--- src/rtl/keypad_pkg.sv ---
// keypad_pkg
// Shared definitions for the keypad scan path (row driver and column decoder):
// FSM state encoding, key-code widths, the "no key" frame result and a helper
// that reduces one 16-key scan frame to a single result.
package keypad_pkg;

   localparam int ROW_W     = 2;                 // row index width
   localparam int NUM_ROWS  = 4;
   localparam int NUM_COLS  = 4;                 // column sense lines
   localparam int COL_IDX_W = 2;                 // column index width
   localparam int KEY_W     = ROW_W + COL_IDX_W; // {row, col} key code
   localparam int NUM_KEYS  = NUM_ROWS * NUM_COLS;

   // Frame result is one bit wider than a key code so "no key" is distinct
   // from key 0.
   typedef logic [KEY_W:0] key_res_t;
   localparam key_res_t KEY_NONE = {1'b1, {KEY_W{1'b0}}};

   typedef enum logic [1:0] {
      ST_IDLE      = 2'd0,
      ST_DEB_PRESS = 2'd1,
      ST_PRESSED   = 2'd2,
      ST_DEB_REL   = 2'd3
   } key_state_t;

   typedef struct packed {
      key_res_t res;
      logic     multi;
   } frame_res_t;

   // Reduce a frame bitmap (bit = row*NUM_COLS + col, 1 = closed) to a result:
   // exactly one closed key gives its code, otherwise KEY_NONE; more than one
   // closed key also flags multi.
   function automatic frame_res_t decode_frame(input logic [NUM_KEYS-1:0] map);
      frame_res_t r;
      int         n;
      r.res   = KEY_NONE;
      r.multi = 1'b0;
      n       = 0;
      for (int i = 0; i < NUM_KEYS; i++) begin
         if (map[i]) begin
            n     = n + 1;
            r.res = {1'b0, KEY_W'(i)};
         end
      end
      if (n != 1) r.res = KEY_NONE;
      r.multi = (n > 1);
      return r;
   endfunction

endpackage

--- src/rtl/keypad_col_decoder_col_sync.sv ---
// col_sync
// Two-flop synchronizer for the asynchronous keypad column lines. Resets to
// all-ones, which is the "all keys open" level of the active-low columns.
module col_sync #(
   parameter int WIDTH = 4
) (
   input  logic             CLK_100HZ,
   input  logic             RESET,
   input  logic [WIDTH-1:0] async_in,
   output logic [WIDTH-1:0] sync_out
);

   logic [WIDTH-1:0] meta;

   // two-stage capture of the asynchronous inputs
   always_ff @(posedge CLK_100HZ or posedge RESET) begin
      if (RESET) begin
         meta     <= '1;
         sync_out <= '1;
      end else begin
         meta     <= async_in;
         sync_out <= meta;
      end
   end

endmodule

--- src/rtl/keypad_col_decoder.sv ---
// keypad_col_decoder
// Turns the scanned column lines of a 4x4 keypad into debounced key events.
// Column samples are synchronized and paired with the row that was driven when
// they were taken; four paired samples form one frame, and a press/release
// debouncer runs once per frame.
//
// Optional feature: define KEYPAD_REPEAT_EN to re-pulse KEY_VALID every
// REPEAT_FRAMES frames while a key stays held.
//
// state        | meaning
// -------------+-----------------------------------------------------------
// ST_IDLE      | no key accepted, waiting for a single-key frame
// ST_DEB_PRESS | candidate key seen, counting identical frames
// ST_PRESSED   | key accepted, KEY_HELD high
// ST_DEB_REL   | accepted key missing, counting non-matching frames
module keypad_col_decoder
   import keypad_pkg::*;
#(
   parameter int DEBOUNCE_FRAMES = 3,
   parameter int REPEAT_FRAMES   = 50
) (
   input  logic                CLK_100HZ,
   input  logic                RESET,
   input  logic [ROW_W-1:0]    ROW_IDX,
   input  logic [NUM_COLS-1:0] COL_IN,
   output logic [KEY_W-1:0]    KEY_CODE,
   output logic                KEY_VALID,
   output logic                KEY_HELD,
   output logic                MULTI_ERR
);

   if (DEBOUNCE_FRAMES < 1 || DEBOUNCE_FRAMES > 15) begin : g_bad_debounce
      $error("keypad_col_decoder: DEBOUNCE_FRAMES must be 1..15");
   end
   if (REPEAT_FRAMES < 2 || REPEAT_FRAMES > 255) begin : g_bad_repeat
      $error("keypad_col_decoder: REPEAT_FRAMES must be 2..255");
   end

   localparam logic [3:0]       DEB_CNT  = 4'(DEBOUNCE_FRAMES);
   localparam logic [ROW_W-1:0] LAST_ROW = ROW_W'(NUM_ROWS - 1);

   logic [NUM_COLS-1:0]          col_s;
   logic [NUM_COLS-1:0]          closed_now;
   logic [ROW_W-1:0]             row_d1, row_d2;
   logic                         vld_d1, vld_d2;
   logic                         frame_armed;
   logic [NUM_KEYS-NUM_COLS-1:0] key_acc;
   logic [NUM_KEYS-1:0]          frame_map;
   logic                         frame_close;
   frame_res_t                   frame_res;

   key_state_t       state, state_nx;
   logic [KEY_W-1:0] cand, cand_nx;
   logic [3:0]       deb_cnt, cnt_nx, cnt_inc;
   logic [KEY_W-1:0] code_nx;
   logic             valid_nx, held_nx, multi_nx;
   logic             res_none, match_cand, match_code;

`ifdef KEYPAD_REPEAT_EN
   localparam logic [7:0] RPT_CNT = 8'(REPEAT_FRAMES);
   logic [7:0] rpt_cnt, rpt_nx;
`endif

   col_sync #(.WIDTH(NUM_COLS)) u_col_sync (
      .CLK_100HZ (CLK_100HZ),
      .RESET     (RESET),
      .async_in  (COL_IN),
      .sync_out  (col_s)
   );

   assign closed_now = ~col_s;

   // delay the row index by the synchronizer depth so it lines up with col_s;
   // the valid bits keep reset-value rows from being mistaken for real samples
   always_ff @(posedge CLK_100HZ or posedge RESET) begin
      if (RESET) begin
         row_d1 <= '0;
         row_d2 <= '0;
         vld_d1 <= 1'b0;
         vld_d2 <= 1'b0;
      end else begin
         row_d1 <= ROW_IDX;
         row_d2 <= row_d1;
         vld_d1 <= 1'b1;
         vld_d2 <= vld_d1;
      end
   end

   // collect rows 0..2 of the frame; a frame only counts once its row 0 was
   // seen, so a reset in mid-scan never yields a partial frame
   always_ff @(posedge CLK_100HZ or posedge RESET) begin
      if (RESET) begin
         key_acc     <= '0;
         frame_armed <= 1'b0;
      end else if (vld_d2) begin
         if (row_d2 == '0) frame_armed <= 1'b1;
         case (row_d2)
            2'd0:    key_acc[3:0]  <= closed_now;
            2'd1:    key_acc[7:4]  <= closed_now;
            2'd2:    key_acc[11:8] <= closed_now;
            default: ;
         endcase
      end
   end

   // the row-3 sample is still live on col_s in the closing cycle
   assign frame_close = vld_d2 && frame_armed && (row_d2 == LAST_ROW);
   assign frame_map   = {closed_now, key_acc};
   assign frame_res   = decode_frame(frame_map);

   assign res_none   = (frame_res.res == KEY_NONE);
   assign match_cand = (frame_res.res == {1'b0, cand});
   assign match_code = (frame_res.res == {1'b0, KEY_CODE});
   assign cnt_inc    = (deb_cnt == 4'hF) ? deb_cnt : deb_cnt + 4'd1;

   // debouncer next state and outputs, evaluated only at frame close
   always_comb begin
      state_nx = state;
      cand_nx  = cand;
      cnt_nx   = deb_cnt;
      code_nx  = KEY_CODE;
      valid_nx = 1'b0;
      held_nx  = KEY_HELD;
      multi_nx = frame_close && frame_res.multi;
`ifdef KEYPAD_REPEAT_EN
      rpt_nx   = rpt_cnt;
`endif
      if (frame_close) begin
         case (state)
            ST_IDLE: begin
               if (!res_none) begin
                  cand_nx = frame_res.res[KEY_W-1:0];
                  cnt_nx  = 4'd1;
                  if (DEBOUNCE_FRAMES == 1) begin
                     state_nx = ST_PRESSED;
                     code_nx  = frame_res.res[KEY_W-1:0];
                     valid_nx = 1'b1;
                     held_nx  = 1'b1;
                     cnt_nx   = 4'd0;
`ifdef KEYPAD_REPEAT_EN
                     rpt_nx   = 8'd0;
`endif
                  end else begin
                     state_nx = ST_DEB_PRESS;
                  end
               end
            end
            ST_DEB_PRESS: begin
               if (res_none) begin
                  state_nx = ST_IDLE;
                  cnt_nx   = 4'd0;
               end else if (match_cand) begin
                  cnt_nx = cnt_inc;
                  if (cnt_inc >= DEB_CNT) begin
                     state_nx = ST_PRESSED;
                     code_nx  = cand;
                     valid_nx = 1'b1;
                     held_nx  = 1'b1;
                     cnt_nx   = 4'd0;
`ifdef KEYPAD_REPEAT_EN
                     rpt_nx   = 8'd0;
`endif
                  end
               end else begin
                  cand_nx = frame_res.res[KEY_W-1:0];
                  cnt_nx  = 4'd1;
               end
            end
            ST_PRESSED: begin
               if (match_code) begin
`ifdef KEYPAD_REPEAT_EN
                  if (rpt_cnt + 8'd1 >= RPT_CNT) begin
                     rpt_nx   = 8'd0;
                     valid_nx = 1'b1;
                  end else begin
                     rpt_nx = rpt_cnt + 8'd1;
                  end
`endif
               end else if (DEBOUNCE_FRAMES == 1) begin
                  state_nx = ST_IDLE;
                  held_nx  = 1'b0;
                  cnt_nx   = 4'd0;
               end else begin
                  state_nx = ST_DEB_REL;
                  cnt_nx   = 4'd1;
               end
            end
            ST_DEB_REL: begin
               if (match_code) begin
                  state_nx = ST_PRESSED;
                  cnt_nx   = 4'd0;
`ifdef KEYPAD_REPEAT_EN
                  rpt_nx   = 8'd0;
`endif
               end else begin
                  cnt_nx = cnt_inc;
                  if (cnt_inc >= DEB_CNT) begin
                     state_nx = ST_IDLE;
                     held_nx  = 1'b0;
                     cnt_nx   = 4'd0;
                  end
               end
            end
            default: begin
               state_nx = ST_IDLE;
               cnt_nx   = 4'd0;
            end
         endcase
      end
   end

   // debouncer state and registered outputs
   always_ff @(posedge CLK_100HZ or posedge RESET) begin
      if (RESET) begin
         state     <= ST_IDLE;
         cand      <= '0;
         deb_cnt   <= 4'd0;
         KEY_CODE  <= '0;
         KEY_VALID <= 1'b0;
         KEY_HELD  <= 1'b0;
         MULTI_ERR <= 1'b0;
      end else begin
         state     <= state_nx;
         cand      <= cand_nx;
         deb_cnt   <= cnt_nx;
         KEY_CODE  <= code_nx;
         KEY_VALID <= valid_nx;
         KEY_HELD  <= held_nx;
         MULTI_ERR <= multi_nx;
      end
   end

`ifdef KEYPAD_REPEAT_EN
   // frames held since entering PRESSED (or since the last repeat pulse)
   always_ff @(posedge CLK_100HZ or posedge RESET) begin
      if (RESET) rpt_cnt <= 8'd0;
      else       rpt_cnt <= rpt_nx;
   end
`endif

endmodule

--- config.mk ---
export PLATFORM = sky130hd
export DESIGN_NAME = keypad_col_decoder
export DESIGN_NICKNAME = d
export VERILOG_FILES = /design/src/rtl/keypad_pkg.sv /design/src/rtl/keypad_col_decoder_col_sync.sv /design/src/rtl/keypad_col_decoder.sv
export SDC_FILE = /design/constraint.sdc
export NUM_CORES = 1
export LEC_CHECK = 0
export BUFFER_PORTS_ARGS = -buffer_cell sky130_fd_sc_hd__buf_2
export CAP_MARGIN = 20
export CORE_MARGIN = 3
export CORE_UTILIZATION = 55
export DETAILED_ROUTE_END_ITERATION = 10
export PLACE_DENSITY = 0.76
export SLEW_MARGIN = 20
export SYNTH_ARGS = -nofsm -noshare
export SYNTH_HDL_FRONTEND = slang
export SYNTH_SLANG_ARGS = --single-unit
export TNS_END_PERCENT = 5
--- constraint.sdc ---
create_clock -name CLK_100HZ -period 12.1 [get_ports CLK_100HZ]
set_clock_uncertainty 0.15 [all_clocks]
set_input_delay 1.815 -clock CLK_100HZ [delete_from_list [all_inputs] [get_ports CLK_100HZ]]
set_output_delay 1.815 -clock CLK_100HZ [all_outputs]
set_load 0.02 [all_outputs]
======== After elaboration in Yosys (flattened, before gate mapping) ========
Index checks and enable logic that the tools add are counted.
operators by class
  magnitude comparators ................... 2
  equality and inequality tests ........... 22
  add/subtract/negate cells ............... 16
  reduce and logical (&&, ||, !) cells .... 15
  bitwise operators ....................... 2
  mux-type cells .......................... 64
operators with widths
  cell                     number
  $add A32 B2 Y32 const B  15
  $mux W32                 15
  $mux W5                  17
  $mux W4                  10
  $gt A32 B2 Y1 const B    1
  $ne A32 B2 Y1 const B    1
  $ne A2 B2 Y1 const B     8
  $pmux W4 S4              1
  $mux W2                  7
  $mux W1                  11
  $eq A5 B4 Y1             2
  $reduce_and A5 Y1        2
  $ne A3 B3 Y1 const B     3
  $eq A2 B2 Y1 const B     4
  $pmux W2 S4              1
  $pmux W4 S2              1
  $reduce_and A7 Y1        1
  $reduce_and A2 Y1        3
  $reduce_and A6 Y1        1
  $eq A5 B5 Y1 const B     1
  $add A4 B1 Y4 const B    1
  $eq A2 B1 Y1 const B     2
  $eq A4 B4 Y1 const B     1
  $ge A4 B2 Y1 const B     1
  7 further kinds          11
word-level totals
  flip-flop bits (word level) ............. 44
  bits of input ports ..................... 8
  output and inout port bits .............. 7

======== Longest topological paths before layout ========
  depth in word-level cells ............... 38
  mapped depth ............................ 60

======== Hierarchy ========
Synthesis repeated with hierarchy kept, for this count alone.
unflattened totals
  cell total of the unflattened synthesis .. 482
  area, all modules ....................... 4301.6 um^2
modules (own cells, without submodules)
  module              sequential area each (um^2)  cells each  instances  area each (um^2)
  keypad_col_decoder  900.9                        473         1          4087.7
  col_sync            210.2                        9           1          214.0

======== Worst setup path before layout ========
Ideal clock, no wire load.
  kind .................................... reg-to-reg
  from .................................... reg key_acc[0]
  to ...................................... reg KEY_CODE[0]
  period minus slack after synthesis ...... 11.341 ns
  data arrival time ....................... 11.065 ns
  stages on the path, launching flop included .. 58
  path buffers ............................ 3
  slack ................................... 0.759 ns
  cell sequence ........................... dfrtp_1 -> inv_1 -> ha_1 -> xnor3_2 -> inv_1 -> ha_1 -> nand2b_1 -> and3_1 -> ha_1 -> nand2_1 -> inv_1 -> a41o_1 -> ha_1 -> nand2_1 -> nand2_1 -> a31oi_1 -> inv_1 -> ha_1 -> (+22 left out) -> a31oi_1 -> or3b_2 -> a21oi_1 -> a311o_1 -> nand2_1 -> o32ai_1 -> or3_1 -> nand2_1 -> o211ai_2 -> a21oi_1 -> o221a_1 -> or3_1 -> buf_2 -> or2_1 -> buf_2 -> or3_1 -> buf_6 -> mux2_4
on the way
  word-level cells in the longest chain between the ends .. 36
RTL lines
  what                             RTL line                   text
  start: declaration               keypad_col_decoder.sv:47   logic [NUM_KEYS-NUM_COLS-1:0] key_acc;
  start signal: assignment         keypad_col_decoder.sv:98   2'd0: key_acc[3:0] <= closed_now;
  $mux W1                          keypad_pkg.sv:41           if (map[i]) begin
  $add A32 B2 Y32                  keypad_pkg.sv:42           n = n + 1;
  $mux W32                         keypad_pkg.sv:41
  $add A32 B2 Y32                  keypad_pkg.sv:42
  $mux W32                         keypad_pkg.sv:41
  $add A32 B2 Y32                  keypad_pkg.sv:42
  $mux W32                         keypad_pkg.sv:41
  $add A32 B2 Y32                  keypad_pkg.sv:42
  (+20 left out)                   --
  $mux W32                         keypad_pkg.sv:41
  $add A32 B2 Y32                  keypad_pkg.sv:42
  $mux W32                         keypad_pkg.sv:41
  $ne A32 B2 Y1                    keypad_pkg.sv:46           if (n != 1) r.res = KEY_NONE;
  $mux W5 (*)                      keypad_pkg.sv:46
  $eq A5 B5 Y1                     keypad_col_decoder.sv:111  assign res_none = (frame_res.res == KEY_NONE);
  $not A1 Y1 (no line)             --
  $reduce_and A5 Y1 (no line) (*)  --
  end signal: assignment           keypad_col_decoder.sv:226  KEY_CODE <= code_nx;
  end: declaration                 keypad_col_decoder.sv:26   output logic [KEY_W-1:0] KEY_CODE,
Every way passes the cells marked *; elsewhere a longest branch is shown, timed or not.
A chain may end at the register's enable or synchronous reset.

======== Worst setup path after layout ========
  from .................................... reg key_acc[0]
  to ...................................... reg KEY_CODE[1]
The elaborated chain is that of the path after synthesis.

==> results_dict.tcl <==
set metrics [dict create \
    grt_use_met1_pct 30.19 \
    syn_area_per_cell_sq_um 8.594 \
    die-area_sq_um 8826 \
    clk_pin_slew_ns 0.09 \
    first_pass_iters 5 \
    wl_per_cell_um 16.03 \
    routed_wl_mm 9.777 \
    slew_viol_final 0 \
    synth_edf_count 0 \
    final_util_pct 63.63 \
    synth_fa_ha_area_share_pct 5.000 \
    gp_congestion 0.9079 \
    grt_busiest_layer "met2" \
    syn_inst 495 \
    clock_latency_ns 0.30 \
    synth_cell_types 83 \
    fin_nets 535 \
    drt_iter0_markers 254 \
    ant_nets 0 \
    grt_overflow_total 0 \
    row_count 31 \
    synth_top_family_by_area "simple AND/OR/NAND/NOR gates" \
    cts_made_buffers 5 \
    grtUsageMet2_pct 39.03 \
    synth_area_sq_um 4254 \
    crit_path_end_kind "flip-flop" \
    fillCellCount 637 \
    htreeDepth 2 \
    synth-main-ff-cell "dfrtp_1" \
    core_area_sq_um 7370 \
    yosys.area_share.simple_pct 25.74 \
    drc 0 \
    yosysSeqAreaShare_pct 26.12 \
    grtUsageMet3_pct 2.163 \
    setup_viol 0 \
    max_stage_delay_ns 0.41 \
    synth_nets 520 \
    crit_required_ns 12.13 \
    start_kind "flip-flop" \
    initial_utilization_pct 57.72 \
    vias 3866 \
    cp_data_arrival_time_ns 11.55 \
    placed_area_sq_um 4399 \
    maxCapViolCount 0 \
    cp_common_cell "ha_1" \
    ys_warn_count 0 \
    fin_area_sq_um 4690 \
    die_h_um 93.95 \
    vias_per_cell 6.338 \
    register_area_sq_um 1111 \
    cts_tree "yes" \
    insertedDiodeCount 0 \
    area_growth_pct 10.24 \
    synth-xor-area-share_pct 15.32 \
    fin_crit_sh_pct 95.25 \
    place_hpwl_mm 7.306 \
    fp.dieW_um 93.95 \
    setup.worst_path.class "flip-flop to flip-flop" \
    cp_max_fo 6 \
    root_buffer "clkbuf_8" \
    synth-compound-area-share_pct 20.21 \
    io_pins 15 \
    grt_first_pass_wirelength_mm 16.59 \
    max_slew_margin_pct 43.34 \
    first_global_vias 3702 \
    io_buffers 14 \
    synth_seq_cells 44 \
    fmax_ghz 0.08677 \
    clkSinkCount 44 \
    hold_path_class "flip-flop to flip-flop" \
    antenna_found_initial 0 \
    drive_above_1_share_pct 19.18 \
    critPathSlowestCell "dfrtp_1" \
    synthArstFlopShare_pct 100.0 \
    hold_viol 0 \
    multi_input_area_sq_um 3064 \
    grt_use_total_pct 22.99 \
    outcome "completed" \
    grt_max_degree 45 \
    period_needed_ns 11.52 \
    worst-slew-pin-transition_ns 0.8481 \
    synth_mux_area_share_pct 3.206 \
    cts_buffer_depth 2 \
]
==> state kept, by name, indices dropped and copies added (netlist names), 4 cells and up <==
| signal | cells |
|---|---|
| key_acc | 12 |
| KEY_CODE | 4 |
| cand | 4 |
| deb_cnt | 4 |
| u_col_sync.meta | 4 |
| u_col_sync.sync_out | 4 |
==> synthesized netlist by cell type (4+ instances only) <==
cell / n / share of area (%)
mux2_4: 4 / 1.4
xor2_1: 15 / 3.1
nand3_1: 14 / 1.6
or4_1: 6 / 1.1
xnor3_1: 6 / 3.2
or2_2: 4 / 0.59
nand2b_1: 8 / 1.2
nor3_1: 8 / 0.94
and3_1: 5 / 0.74
nor4_1: 10 / 1.5
or3_1: 4 / 0.59
a21oi_1: 28 / 3.3
o21ai_0: 26 / 3.1
nand3b_1: 5 / 0.88
nand2_1: 46 / 4.1
nor2b_1: 9 / 1.3
clkbuf_1: 12 / 1.1
and4_1: 4 / 0.82
dfrtp_1: 36 / 21
nor2_1: 39 / 3.4
mux2_2: 5 / 1.3
ha_1: 17 / 5.0
xnor2_1: 29 / 6.0
nand4_1: 11 / 1.6
a31oi_1: 14 / 2.1
inv_1: 19 / 1.7
and2_1: 5 / 0.74
dfstp_2: 8 / 4.9
buf_2: 6 / 0.71
==> placed cells by master (no fill, tap or decap), types with 6 or more instances in the layout <==
| cell type | count |
|---|---|
| nand2_1 | 46 |
| nor2_1 | 39 |
| dfrtp_1 | 36 |
| xnor2_1 | 29 |
| a21oi_1 | 28 |
| o21ai_0 | 25 |
| inv_1 | 16 |
| xor2_1 | 15 |
| ha_1 | 15 |
| buf_4 | 15 |
| nand3_1 | 14 |
| buf_2 | 14 |
| a31oi_1 | 12 |
| nand4_1 | 11 |
| nor4_1 | 10 |
| nor3_1 | 8 |
| dfstp_2 | 8 |
| xnor3_1 | 6 |
| nand2b_1 | 6 |
| nor2b_1 | 6 |
| or4_1 | 6 |
==> layer usage <==
layer	share of wire [%]	vias to the layer above
met2	50	125
met4	2.2	0
li1	-	1858
met3	4.2	20
met5	0	-
met1	44	1863
==> metrics by stage <==
step	setup slack [ns]	instances	setup TNS (ns)	hold WS, ns
floorplan	0.7595	495	0	0.1812
detailed placement	0.2080	595	0	0.1864
finish	0.5752	610	0	0.2010
global route	-0.04570	610	-0.1681	0.2107
global placement	0.4494	595	0	0.1813
CTS	0.09528	603	0	0.2049
==> what timing repair did <==
action                                  4_1_cts  5_1_grt
setup buffers                                 0        7
resized for setup                             0       21
hold buffers                                  0        0
endpoints found under the setup margin        0       16
==> kinds of logic after synthesis <==
kind of cell | after synthesis
XOR/XNOR | 56
buffers and inverters | 41
multiplexers | 11
adder cells (fa/ha/maj) | 17
AND/OR/NAND/NOR | 199
AO/OA/AOI/OAI | 126
flip-flops | 44
other | 1
==> worst max-delay path: cells and delay by family, from the launching register on <==
kind                     cells  cell delay (ns)
AO/OA/AOI/OAI               17             2.97
XOR/XNOR                     2             0.64
adder cells (fa/ha/maj)     11             3.36
buffers and inverters        7             0.60
flip-flops                   1             0.41
multiplexers                 1             0.31
AND/OR/NAND/NOR             17             2.98
==> area by class of cell <==
class	instances	share of cell area, %
flip-flops and latches	44	23.69
repair buffers	29	3.895
clock inverters	2	1.281
multi-input cells	410	65.34
well taps	99	2.641
inverters	20	1.601
clock buffers	6	1.547
==> worst paths after layout <==
kind | from | to | slack, ns | depth (start not counted)
setup / recovery | key_acc[0] | KEY_CODE[1] | 0.58 | 55
hold / removal | row_d1[1] | row_d2[1] | 0.20 | 0
setup reg to reg | key_acc[0] | KEY_CODE[1] | 0.58 | 55
hold reg to reg | row_d1[1] | row_d2[1] | 0.20 | 0
max in group asynchronous | RESET | u_col_sync.meta[0] | 9.94 | 3
min in group asynchronous | RESET | key_acc[3] | 1.47 | 3
Power is left out: the tool's default activity adds up to more than one toggle a clock period on the data nets, which glitch-free logic cannot reach.
